### src/rtl/alu_ctrl_pkg.sv
// Shared constants, ALU control codes and FSM encoding for the shared-ALU controller.
// The ALU_CTR_CHECK_EN build uses ctr_legal() to screen control codes.
package alu_ctrl_pkg;

    localparam int unsigned ALU_W = 32;
    localparam int unsigned CTR_W = 4;

    localparam logic [CTR_W-1:0] ALUCTR_ADD   = 4'b0000;
    localparam logic [CTR_W-1:0] ALUCTR_SLL   = 4'b0001;
    localparam logic [CTR_W-1:0] ALUCTR_SLT   = 4'b0010;
    localparam logic [CTR_W-1:0] ALUCTR_SLTU  = 4'b0011;
    localparam logic [CTR_W-1:0] ALUCTR_XOR   = 4'b0100;
    localparam logic [CTR_W-1:0] ALUCTR_SRL   = 4'b0101;
    localparam logic [CTR_W-1:0] ALUCTR_AND   = 4'b0110;
    localparam logic [CTR_W-1:0] ALUCTR_OR    = 4'b0111;
    localparam logic [CTR_W-1:0] ALUCTR_SUB   = 4'b1000;
    localparam logic [CTR_W-1:0] ALUCTR_SRA   = 4'b1101;
    localparam logic [CTR_W-1:0] ALUCTR_PASSB = 4'b1111;

    typedef enum logic [1:0] {
        IDLE = 2'd0,
        EXEC = 2'd1,
        RESP = 2'd2
    } state_t;

    function automatic logic ctr_legal(input logic [CTR_W-1:0] ctr);
        case (ctr)
            ALUCTR_ADD, ALUCTR_SLL, ALUCTR_SLT, ALUCTR_SLTU, ALUCTR_XOR, ALUCTR_SRL,
            ALUCTR_AND, ALUCTR_OR, ALUCTR_SUB, ALUCTR_SRA, ALUCTR_PASSB: return 1'b1;
            default: return 1'b0;
        endcase
    endfunction

endpackage

### src/rtl/alu_share_ctrl_if.sv
// Request, ALU and response bundle of the shared-ALU controller.
// rsp_err exists only when ALU_CTR_CHECK_EN is defined.
interface alu_share_ctrl_if
    import alu_ctrl_pkg::*;
#(
    parameter int unsigned NREQ = 2,
    parameter int unsigned IDW  = 3
) ();

    logic [NREQ-1:0]       req_valid;
    logic [NREQ-1:0]       req_ready;
    logic [NREQ*ALU_W-1:0] req_a;
    logic [NREQ*ALU_W-1:0] req_b;
    logic [NREQ*CTR_W-1:0] req_ctr;

    logic [ALU_W-1:0]      alu_dataa;
    logic [ALU_W-1:0]      alu_datab;
    logic [CTR_W-1:0]      alu_aluctr;
    logic [ALU_W-1:0]      alu_result;
    logic                  alu_zero;
    logic                  alu_less;

    logic                  rsp_valid;
    logic                  rsp_ready;
    logic [IDW-1:0]        rsp_id;
    logic [ALU_W-1:0]      rsp_result;
    logic                  rsp_zero;
    logic                  rsp_less;
`ifdef ALU_CTR_CHECK_EN
    logic                  rsp_err;
`endif

    modport master (
        output req_valid, req_a, req_b, req_ctr, rsp_ready,
        output alu_result, alu_zero, alu_less,
        input  req_ready, alu_dataa, alu_datab, alu_aluctr,
        input  rsp_valid, rsp_id, rsp_result, rsp_zero, rsp_less
`ifdef ALU_CTR_CHECK_EN
        , input rsp_err
`endif
    );

    modport slave (
        input  req_valid, req_a, req_b, req_ctr, rsp_ready,
        input  alu_result, alu_zero, alu_less,
        output req_ready, alu_dataa, alu_datab, alu_aluctr,
        output rsp_valid, rsp_id, rsp_result, rsp_zero, rsp_less
`ifdef ALU_CTR_CHECK_EN
        , output rsp_err
`endif
    );

endinterface

### src/rtl/alu_share_ctrl_rr_arbiter.sv
// Combinational round-robin arbiter: first requester at or after ptr wins.
module rr_arbiter #(
    parameter int unsigned NREQ = 2,
    parameter int unsigned IDW  = 3
) (
    input  logic [NREQ-1:0] req,
    input  logic [IDW-1:0]  ptr,
    input  logic            enable,
    output logic [NREQ-1:0] grant_c,
    output logic [IDW-1:0]  idx_c
);

    // Walk from farthest to nearest so the nearest valid requester overwrites.
    always_comb begin
        grant_c = '0;
        idx_c   = '0;
        if (enable) begin
            for (int k = int'(NREQ) - 1; k >= 0; k--) begin
                if (req[(int'(ptr) + k) % int'(NREQ)]) begin
                    grant_c = '0;
                    grant_c[(int'(ptr) + k) % int'(NREQ)] = 1'b1;
                    idx_c = IDW'((int'(ptr) + k) % int'(NREQ));
                end
            end
        end
    end

endmodule

### src/rtl/alu_share_ctrl.sv
// Shares one combinational ALU among NREQ requesters: round-robin grant, EXEC cycle, held response.
// Define ALU_CTR_CHECK_EN to reject illegal control codes with rsp_err.
module alu_share_ctrl
    import alu_ctrl_pkg::*;
#(
    parameter int unsigned NREQ = 2,
    parameter int unsigned IDW  = 3
) (
    input  logic                clk,
    input  logic                rst_n,
    alu_share_ctrl_if.slave     bus,
    output logic                busy
);

    state_t           state;
    state_t           state_nxt;
    logic [IDW-1:0]   rr_ptr;
    logic [IDW-1:0]   gnt_idx;
    logic [IDW-1:0]   ptr_nxt;
    logic [NREQ-1:0]  gnt;
    logic             win_c;
    logic             fire_c;
    logic             ok_c;
    logic             rsp_valid_nxt;
    logic [CTR_W-1:0] ctr_g;

    assign win_c = (state == IDLE) || ((state == RESP) && bus.rsp_ready);

    rr_arbiter #(.NREQ(NREQ), .IDW(IDW)) u_arb (
        .req     (bus.req_valid),
        .ptr     (rr_ptr),
        .enable  (win_c),
        .grant_c (gnt),
        .idx_c   (gnt_idx)
    );

    assign bus.req_ready = gnt;
    assign fire_c        = |gnt;
    assign ctr_g         = bus.req_ctr[CTR_W*gnt_idx +: CTR_W];
    assign ptr_nxt       = (gnt_idx == IDW'(NREQ - 1)) ? '0 : gnt_idx + IDW'(1);

`ifdef ALU_CTR_CHECK_EN
    assign ok_c = ctr_legal(ctr_g);
`else
    assign ok_c = 1'b1;
`endif

    always_ff @(posedge clk or negedge rst_n) begin
        if (!rst_n) state <= IDLE;
        else        state <= state_nxt;
    end

    // Illegal codes skip EXEC and answer straight from RESP.
    always_comb begin
        state_nxt     = state;
        rsp_valid_nxt = bus.rsp_valid;
        case (state)
            IDLE: begin
                if (fire_c) begin
                    state_nxt     = ok_c ? EXEC : RESP;
                    rsp_valid_nxt = !ok_c;
                end
            end
            EXEC: begin
                state_nxt     = RESP;
                rsp_valid_nxt = 1'b1;
            end
            RESP: begin
                if (bus.rsp_ready) begin
                    state_nxt     = fire_c ? (ok_c ? EXEC : RESP) : IDLE;
                    rsp_valid_nxt = fire_c && !ok_c;
                end
            end
            default: begin
                state_nxt     = IDLE;
                rsp_valid_nxt = 1'b0;
            end
        endcase
    end

    always_ff @(posedge clk or negedge rst_n) begin
        if (!rst_n) begin
            rr_ptr         <= '0;
            busy           <= 1'b0;
            bus.alu_dataa  <= '0;
            bus.alu_datab  <= '0;
            bus.alu_aluctr <= '0;
            bus.rsp_valid  <= 1'b0;
            bus.rsp_id     <= '0;
            bus.rsp_result <= '0;
            bus.rsp_zero   <= 1'b0;
            bus.rsp_less   <= 1'b0;
`ifdef ALU_CTR_CHECK_EN
            bus.rsp_err    <= 1'b0;
`endif
        end else begin
            busy          <= (state_nxt != IDLE);
            bus.rsp_valid <= rsp_valid_nxt;
            if (fire_c) begin
                bus.rsp_id <= gnt_idx;
                rr_ptr     <= ptr_nxt;
                if (ok_c) begin
                    bus.alu_dataa  <= bus.req_a[ALU_W*gnt_idx +: ALU_W];
                    bus.alu_datab  <= bus.req_b[ALU_W*gnt_idx +: ALU_W];
                    bus.alu_aluctr <= ctr_g;
                end else begin
                    bus.rsp_result <= '0;
                    bus.rsp_zero   <= 1'b0;
                    bus.rsp_less   <= 1'b0;
`ifdef ALU_CTR_CHECK_EN
                    bus.rsp_err    <= 1'b1;
`endif
                end
            end
            if (state == EXEC) begin
                bus.rsp_result <= bus.alu_result;
                bus.rsp_zero   <= bus.alu_zero;
                bus.rsp_less   <= bus.alu_less;
`ifdef ALU_CTR_CHECK_EN
                bus.rsp_err    <= 1'b0;
`endif
            end
        end
    end

endmodule

### src/flat_wrapper.sv
// flat-port wrapper written by rule: the top's interface ports become plain ports
module alu_share_ctrl_flat import alu_ctrl_pkg::*;
#(
    parameter int unsigned NREQ = 2,
    parameter int unsigned IDW  = 3
)
  (clk, rst_n, busy, bus_req_valid, bus_req_a, bus_req_b, bus_req_ctr, bus_rsp_ready, bus_alu_result, bus_alu_zero, bus_alu_less, bus_req_ready, bus_alu_dataa, bus_alu_datab, bus_alu_aluctr, bus_rsp_valid, bus_rsp_id, bus_rsp_result, bus_rsp_zero, bus_rsp_less);
  alu_share_ctrl_if #(.NREQ(NREQ), .IDW(IDW)) bus_i ();
  input  logic clk;
  input  logic rst_n;
  output logic busy;
  input wire logic [$bits(bus_i.req_valid)-1:0] bus_req_valid;
  input wire logic [$bits(bus_i.req_a)-1:0] bus_req_a;
  input wire logic [$bits(bus_i.req_b)-1:0] bus_req_b;
  input wire logic [$bits(bus_i.req_ctr)-1:0] bus_req_ctr;
  input wire logic [$bits(bus_i.rsp_ready)-1:0] bus_rsp_ready;
  input wire logic [$bits(bus_i.alu_result)-1:0] bus_alu_result;
  input wire logic [$bits(bus_i.alu_zero)-1:0] bus_alu_zero;
  input wire logic [$bits(bus_i.alu_less)-1:0] bus_alu_less;
  output wire logic [$bits(bus_i.req_ready)-1:0] bus_req_ready;
  output wire logic [$bits(bus_i.alu_dataa)-1:0] bus_alu_dataa;
  output wire logic [$bits(bus_i.alu_datab)-1:0] bus_alu_datab;
  output wire logic [$bits(bus_i.alu_aluctr)-1:0] bus_alu_aluctr;
  output wire logic [$bits(bus_i.rsp_valid)-1:0] bus_rsp_valid;
  output wire logic [$bits(bus_i.rsp_id)-1:0] bus_rsp_id;
  output wire logic [$bits(bus_i.rsp_result)-1:0] bus_rsp_result;
  output wire logic [$bits(bus_i.rsp_zero)-1:0] bus_rsp_zero;
  output wire logic [$bits(bus_i.rsp_less)-1:0] bus_rsp_less;
  assign bus_i.req_valid = bus_req_valid;
  assign bus_i.req_a = bus_req_a;
  assign bus_i.req_b = bus_req_b;
  assign bus_i.req_ctr = bus_req_ctr;
  assign bus_i.rsp_ready = bus_rsp_ready;
  assign bus_i.alu_result = bus_alu_result;
  assign bus_i.alu_zero = bus_alu_zero;
  assign bus_i.alu_less = bus_alu_less;
  assign bus_req_ready = bus_i.req_ready;
  assign bus_alu_dataa = bus_i.alu_dataa;
  assign bus_alu_datab = bus_i.alu_datab;
  assign bus_alu_aluctr = bus_i.alu_aluctr;
  assign bus_rsp_valid = bus_i.rsp_valid;
  assign bus_rsp_id = bus_i.rsp_id;
  assign bus_rsp_result = bus_i.rsp_result;
  assign bus_rsp_zero = bus_i.rsp_zero;
  assign bus_rsp_less = bus_i.rsp_less;
  alu_share_ctrl #(.NREQ(NREQ), .IDW(IDW)) u_core (.clk(clk), .rst_n(rst_n), .bus(bus_i), .busy(busy));
endmodule
### config.mk
export PLATFORM = sky130hd
export DESIGN_NAME = alu_share_ctrl_flat
export DESIGN_NICKNAME = d
export VERILOG_FILES = /design/src/rtl/alu_ctrl_pkg.sv /design/src/rtl/alu_share_ctrl_if.sv /design/src/rtl/alu_share_ctrl_rr_arbiter.sv /design/src/rtl/alu_share_ctrl.sv /design/src/flat_wrapper.sv
export SDC_FILE = /design/constraint.sdc
export NUM_CORES = 1
export LEC_CHECK = 0
export CAP_MARGIN = 20
export CORE_MARGIN = 5
export CORE_UTILIZATION = 37
export CTS_CLUSTER_DIAMETER = 60
export CTS_CLUSTER_SIZE = 28
export DETAILED_ROUTE_END_ITERATION = 8
export MAX_ROUTING_LAYER = met4
export PLACE_DENSITY_LB_ADDON = 0.05
export SLEW_MARGIN = 20
export SYNTH_ARGS = -nofsm -noshare
export SYNTH_HDL_FRONTEND = slang
export SYNTH_SLANG_ARGS = --single-unit
### constraint.sdc
create_clock -name clk -period 1.9 [get_ports clk]
set_input_delay 0.19 -clock clk [delete_from_list [all_inputs] [get_ports clk]]
set_output_delay 0.19 -clock clk [all_outputs]
set_load 0.01 [all_outputs]
After elaboration in Yosys (flattened, before gate mapping)
Cells that the tools add are included.
- flip-flop bits (word level): 110
- input port bits: 175
- output and inout bits: 109
- add/subtract/negate cells: 2
- $lt $le $gt $ge: 4
- eq/ne operators: 5
- shifts and indexed selects: 3
- mux-type cells: 23
- bitwise operators: 1
- reductions and logical operators: 8
- operator list (cell ; number):
    64-bit by 9-bit variable part select with 32-bit output ; 2
    1-bit two-way mux ; 11
    2-bit two-way mux ; 5
    3-bit two-way mux ; 3
    8-bit by 6-bit variable part select with 4-bit output ; 1
    2-bit case mux with 3 select lines ; 1
    3-bit by 1-bit == test with 1-bit output (second input constant) ; 1
    1-bit logical AND ; 3
    2-bit by 3-bit < comparator with 1-bit output (second input constant) ; 1
    1-bit case mux with 3 select lines ; 1
    1-bit adder (second input constant) ; 2
    1-bit demux with 1-bit select ; 2
    2-bit by 1-bit == test with 1-bit output (second input constant) ; 1
    2-bit == test (second input constant) ; 1
    2-bit by 1-bit greater-or-equal comparator with 1-bit output (second input constant) ; 1
    2-bit logical NOT ; 1
    1-bit by 2-bit < comparator with 1-bit output (second input constant) ; 1
    2-bit by 1-bit != test with 1-bit output (second input constant) ; 1
    2-bit != test (second input constant) ; 1
    2-bit AND reduction ; 1
    2-bit nonzero test ; 1
    2-bit OR reduction ; 1
    1-bit AND (first input constant) ; 1
    1-bit greater-or-equal comparator (second input constant) ; 1
    1-bit logical OR ; 1

Longest topological paths before layout
- depth after elaboration: 14
- depth in mapped cells: 6

Hierarchy
Synthesis repeated with hierarchy kept, for this count alone.
- cells, all modules: 410
- area total of the unflattened synthesis: 4822.1 um2
- by module, submodules not included (module ; times used ; cells each ; area each (um2)):
    alu_share_ctrl ; 1 ; 401 ; 4774.6
    rr_arbiter ; 1 ; 9 ; 47.5

Least setup slack after synthesis
OpenSTA, ideal clock, no wires.
- kind: register -> register
- start: register u_core.state[1]
- end: register u_core.bus.rsp_result[0]
- library setup time: 0.125 ns
- data arrival time: 1.234 ns
- setup slack: 0.541 ns
- stages on the path, launching flop included: 5
- clock period less this slack: 1.359 ns
- cells stage by stage: dfrtp_1 nor2b_1 buf_2 buf_2 mux2_2
- cells in the longest elaborated chain, start to end: 1
- ends and longest elaborated chain (item ; RTL line ; source):
    from (decl) ; alu_share_ctrl.sv:15 ; state_t state;
    from (signal assigned) ; alu_share_ctrl.sv:50 ; else state <= state_nxt;
    2-bit by 1-bit == test with 1-bit output ; alu_share_ctrl.sv:115 ; if (state == EXEC) begin
    to (signal assigned) ; alu_share_ctrl.sv:116 ; bus.rsp_result <= bus.alu_result;
    to (decl) ; alu_share_ctrl_if.sv:47 ; output rsp_valid, rsp_id, rsp_result, rsp_zero, rsp_less
No other way between the ends.
A chain may end at the register's enable or synchronous reset.

Final worst setup path
- start: register u_core.state[1]
- end: output bus_req_ready[0]
- cells in the longest elaborated chain, start to end: 4
- ends and longest elaborated chain (item ; RTL line ; source):
    2-bit == test ; alu_share_ctrl.sv:27 ; assign win_c = (state == IDLE) || ((state == RESP) && bus.rsp_ready);
    1-bit logical AND ; alu_share_ctrl.sv:27 ;
    1-bit logical OR (*) ; alu_share_ctrl.sv:27 ;
    2-bit two-way mux (*) ; alu_share_ctrl_rr_arbiter.sv:17 ; if (enable) begin
    to (decl) ; flat_wrapper.sv:20 ; output wire logic [$bits(bus_i.req_ready)-1:0] bus_req_ready;
Every way passes the cells marked *; elsewhere a longest branch is shown, timed or not.

==> summary.md <==
| Metric | Value |
|---|---|
| Number of synthesized flops with an enable pin | `0` |
| Top FF cell, synth | `dfrtp_1` |
| Post-Layout Cell Count | `842` |
| Mapped Avg Cell Area | `10.9 µm²` |
| Clock skew | `0.00361 ns` |
| Fillers | `992` |
| CP required | `1.71 ns` |
| Total grt overflow | `0` |
| DR vias | `4,051` |
| Setup Buffers After CTS | `0` |
| Mapped cell area | `4480 µm²` |
| Storage element area | `2700 µm²` |
| IO Pins | `284` |
| Gate power share | `50.3%` |
| Clock Path Buffers | `2` |
| RSZ-0062 raised after global routing | `false` |
| Vias in the first global route | `4,346` |
| DIE AREA | `14,400 µm²` |
| Global Route Usage Sum | `20.9%` |
| Layout cell share with drive strength beyond 1 | `9.93%` |
| VDD IR max | `0.619 mV` |
| Antenna violations before repair | `0` |
| Register area share after synthesis | `60.3%` |
| Lkg Pwr | `0.00334 µW` |
| Cell Pwr Density | `1530 nW/µm²` |
| CTS tree | `yes` |
| YS warnings | `0` |
| Final setup violation count | `0` |
| Largest net degree at the start of global routing | `55` |
| Clock Root Buffer | `clkbuf_16` |
| Final max-slew violation count | `0` |
| First-pass GRT wire length | `23,100 µm` |
| Routability cong. | `0.787` |
| Peak fanout along the critical path | `4` |
| CP Class | `reg2out` |
| Max incr delay on CP | `0.45 ns` |
| Post-layout minimum cycle time | `1.66 ns` |
| Switching share of total power | `33.7%` |
| Met3 GRT Util | `5.47%` |
| Synth async-reset ratio | `100%` |
| Fin nets | `866` |
| Max Cap Viol | `0` |
| Routed vias/inst | `4.81` |
| Power share of the clock group | `15.3%` |
| GR Layer Usage met1 | `24.4%` |
| Sw power | `4040 µW` |
| Global routing's busiest layer | `met2` |
| ANT nets after route | `0` |
| DIE WIDTH | `120 µm` |
| Total core area | `12,000 µm²` |
| Crit path DAT | `1.47 ns` |
| Residual DRC | `0` |
| Grt met2 use | `36.0%` |
| Dpl cell area | `7510 µm²` |
| P_int | `7950 µW` |
| Clock Latency Late Sink | `0.33 ns` |
| Fmax | `0.601 GHz` |
| CTS Buf Count | `9` |
| Outcome | `finished clean` |
| I/O Buffers | `281` |
| Sum Neg Setup Slack | `0 ns` |
| Std cell rows | `40` |
| Worst path slowest cell | `dfrtp_2` |
| Startpoint types | `flip-flop` |
| H-tree levels | `3` |
| Period utilization | `87.5%` |
| Critical path, cell by cell | `nand2b_4, nand4b_2, inv_2, dlygate4sd2_1` |
| HP Class | `in2async` |
| Placed insts | `826` |
| Pre-antenna DRT Iters | `4` |
| Initial Util | `37.5%` |
| Yosys cell types | `23` |
| Post-route cell area | `7820 µm²` |
| Register bit total from synthesis | `108` |
| Post-Syn Instances | `413` |
| Cell accounting for the most synthesized area | `dfrtp_1` |
| Sequential Power Share | `34.3%` |
| Diodes inserted | `0` |
| Area of the multi-input gates | `1460 µm²` |
| Post-Route WL | `14,600 µm` |
| Top post-synthesis cells by area | `dfrtp_1 60%, mux2_2 8.5%, a22oi_1 8.0%, o21ai_0 5.4%, a21oi_1 4.5%` |
| Clk sink count | `108` |
| Drt first-iter violations | `193` |
| P&R area growth vs syn | `74.4%` |
| Yosys top cell area share | `60.3%` |
| Final Hold Slack | `0.292 ns` |
| CP Capture Type | `primary output` |
| Final hold violations | `0` |
| Clk slew on worst S/H paths | `0.07 ns` |
| DPL Wire Length | `11,400 µm` |
| Die height | `120 µm` |
| Routed WL per cell | `17.4 µm` |
power groups by stage:
stage	logic (µW)	clock network [µW]	registers (µW)
after floorplan	2050	0	4640
after global placement	6030	0	4120
after detailed placement	6140	0	4160
after CTS	6150	1910	4130
after global routing	6540	2000	4280
final	6030	1840	4120
through the flow:
step	setup slack [ns]	power [µW]	util, %
6_report	0.237	12000	65.4
5_1_grt	0.103	12800	65.4
4_1_cts	0.208	12200	65.4
3_5_place_dp	-0.00300	10300	62.8
3_3_place_gp	0.0579	10200	62.8
2_1_floorplan	0.541	6690	-
critical path: cells and delay by family (launching register included):
kind,cells,cell delay (ns)
buf+inv,2,0.47
simple gates,2,0.22
flops,1,0.45
flip-flops by register name, indices dropped and copies added, names as in the netlist:
| name | count |
|---|---|
| u_core.bus.alu_datab | 32 |
| u_core.bus.rsp_result | 32 |
| u_core.state | 2 |
| u_core.bus.alu_dataa | 32 |
| u_core.rr_ptr | 1 |
| u_core.bus.rsp_valid | 1 |
| u_core.bus.rsp_id | 1 |
| u_core.bus.alu_aluctr | 4 |
| u_core.busy | 1 |
| u_core.bus.rsp_less | 1 |
| u_core.bus.rsp_zero | 1 |
cell usage after synthesis, drive strengths merged (2+ instances only):
master  count
dfrtp     108
inv        50
a22oi      48
o21ai      48
a21oi      40
mux2       34
nand2      26
buf        23
nor2       20
clkbuf      6
nand2b      2
nand4b      2
final timing paths:
check | from | end | slack (ns) | depth (start not counted)
min | rst_n | u_core.bus.rsp_result[10] | 0.29 | 2
min in group clk | bus_req_b[56] | u_core.bus.alu_datab[24] | 0.44 | 3
min reg2reg | u_core.bus.rsp_id[0] | u_core.bus.rsp_id[0] | 0.48 | 2
max reg2reg | u_core.rr_ptr[0] | u_core.bus.alu_datab[1] | 0.25 | 6
max in group asynchronous | rst_n | u_core.bus.alu_datab[20] | 0.97 | 3
max | u_core.state[1] | bus_req_ready[0] | 0.24 | 4
repair_timing:
item / in CTS / in global routing
hold buffers: 1 / 0
endpoints found under the hold margin: 20 / 0
endpoints found under the setup margin: 2 / 0
resized for setup: 4 / 0
per-layer routing:
metal  vias to the layer above  share of wire (%)
met5                         -                  0
met4                         0                1.3
met3                        13                7.6
met2                       182                 51
met1                      1899                 40
li1                       1957                  -
cell type report:
| cell class | count | share of cell area [%] |
|---|---|---|
| clock buffers | 11 | 3.10 |
| clock inverters | 4 | 0.640 |
| inverters | 50 | 2.43 |
| multi-input cells | 227 | 18.6 |
| flip-flops and latches | 108 | 34.6 |
| well taps | 147 | 2.35 |
| repair buffers | 295 | 38.2 |
kinds of logic (layout without fill, tap and decap cells):
kind of cell,count (synthesis),in the layout,synth area share (%)
DFF,108,108,60.3
AOI/OAI and AO/OA,139,139,18.4
buffers and inverters,79,360,7.48
muxes,34,34,8.54
and+or+nand+nor,52,52,5.25
other,1,2,0.0836
layout by cell type, fill, tap and decap left out, types with 2 or more instances in the layout:
| cell | instances |
|---|---|
| a21oi_1 | 40 |
| a22oi_1 | 48 |
| buf_12 | 6 |
| buf_4 | 8 |
| clkbuf_16 | 9 |
| clkdlybuf4s50_1 | 278 |
| clkinvlp_4 | 2 |
| conb_1 | 2 |
| dfrtp_1 | 107 |
| dlygate4sd2_1 | 2 |
| inv_1 | 48 |
| mux2_2 | 34 |
| nand2_1 | 26 |
| nand4b_2 | 2 |
| nor2_1 | 20 |
| o21ai_0 | 48 |
(Power assumes the default switching activity.)
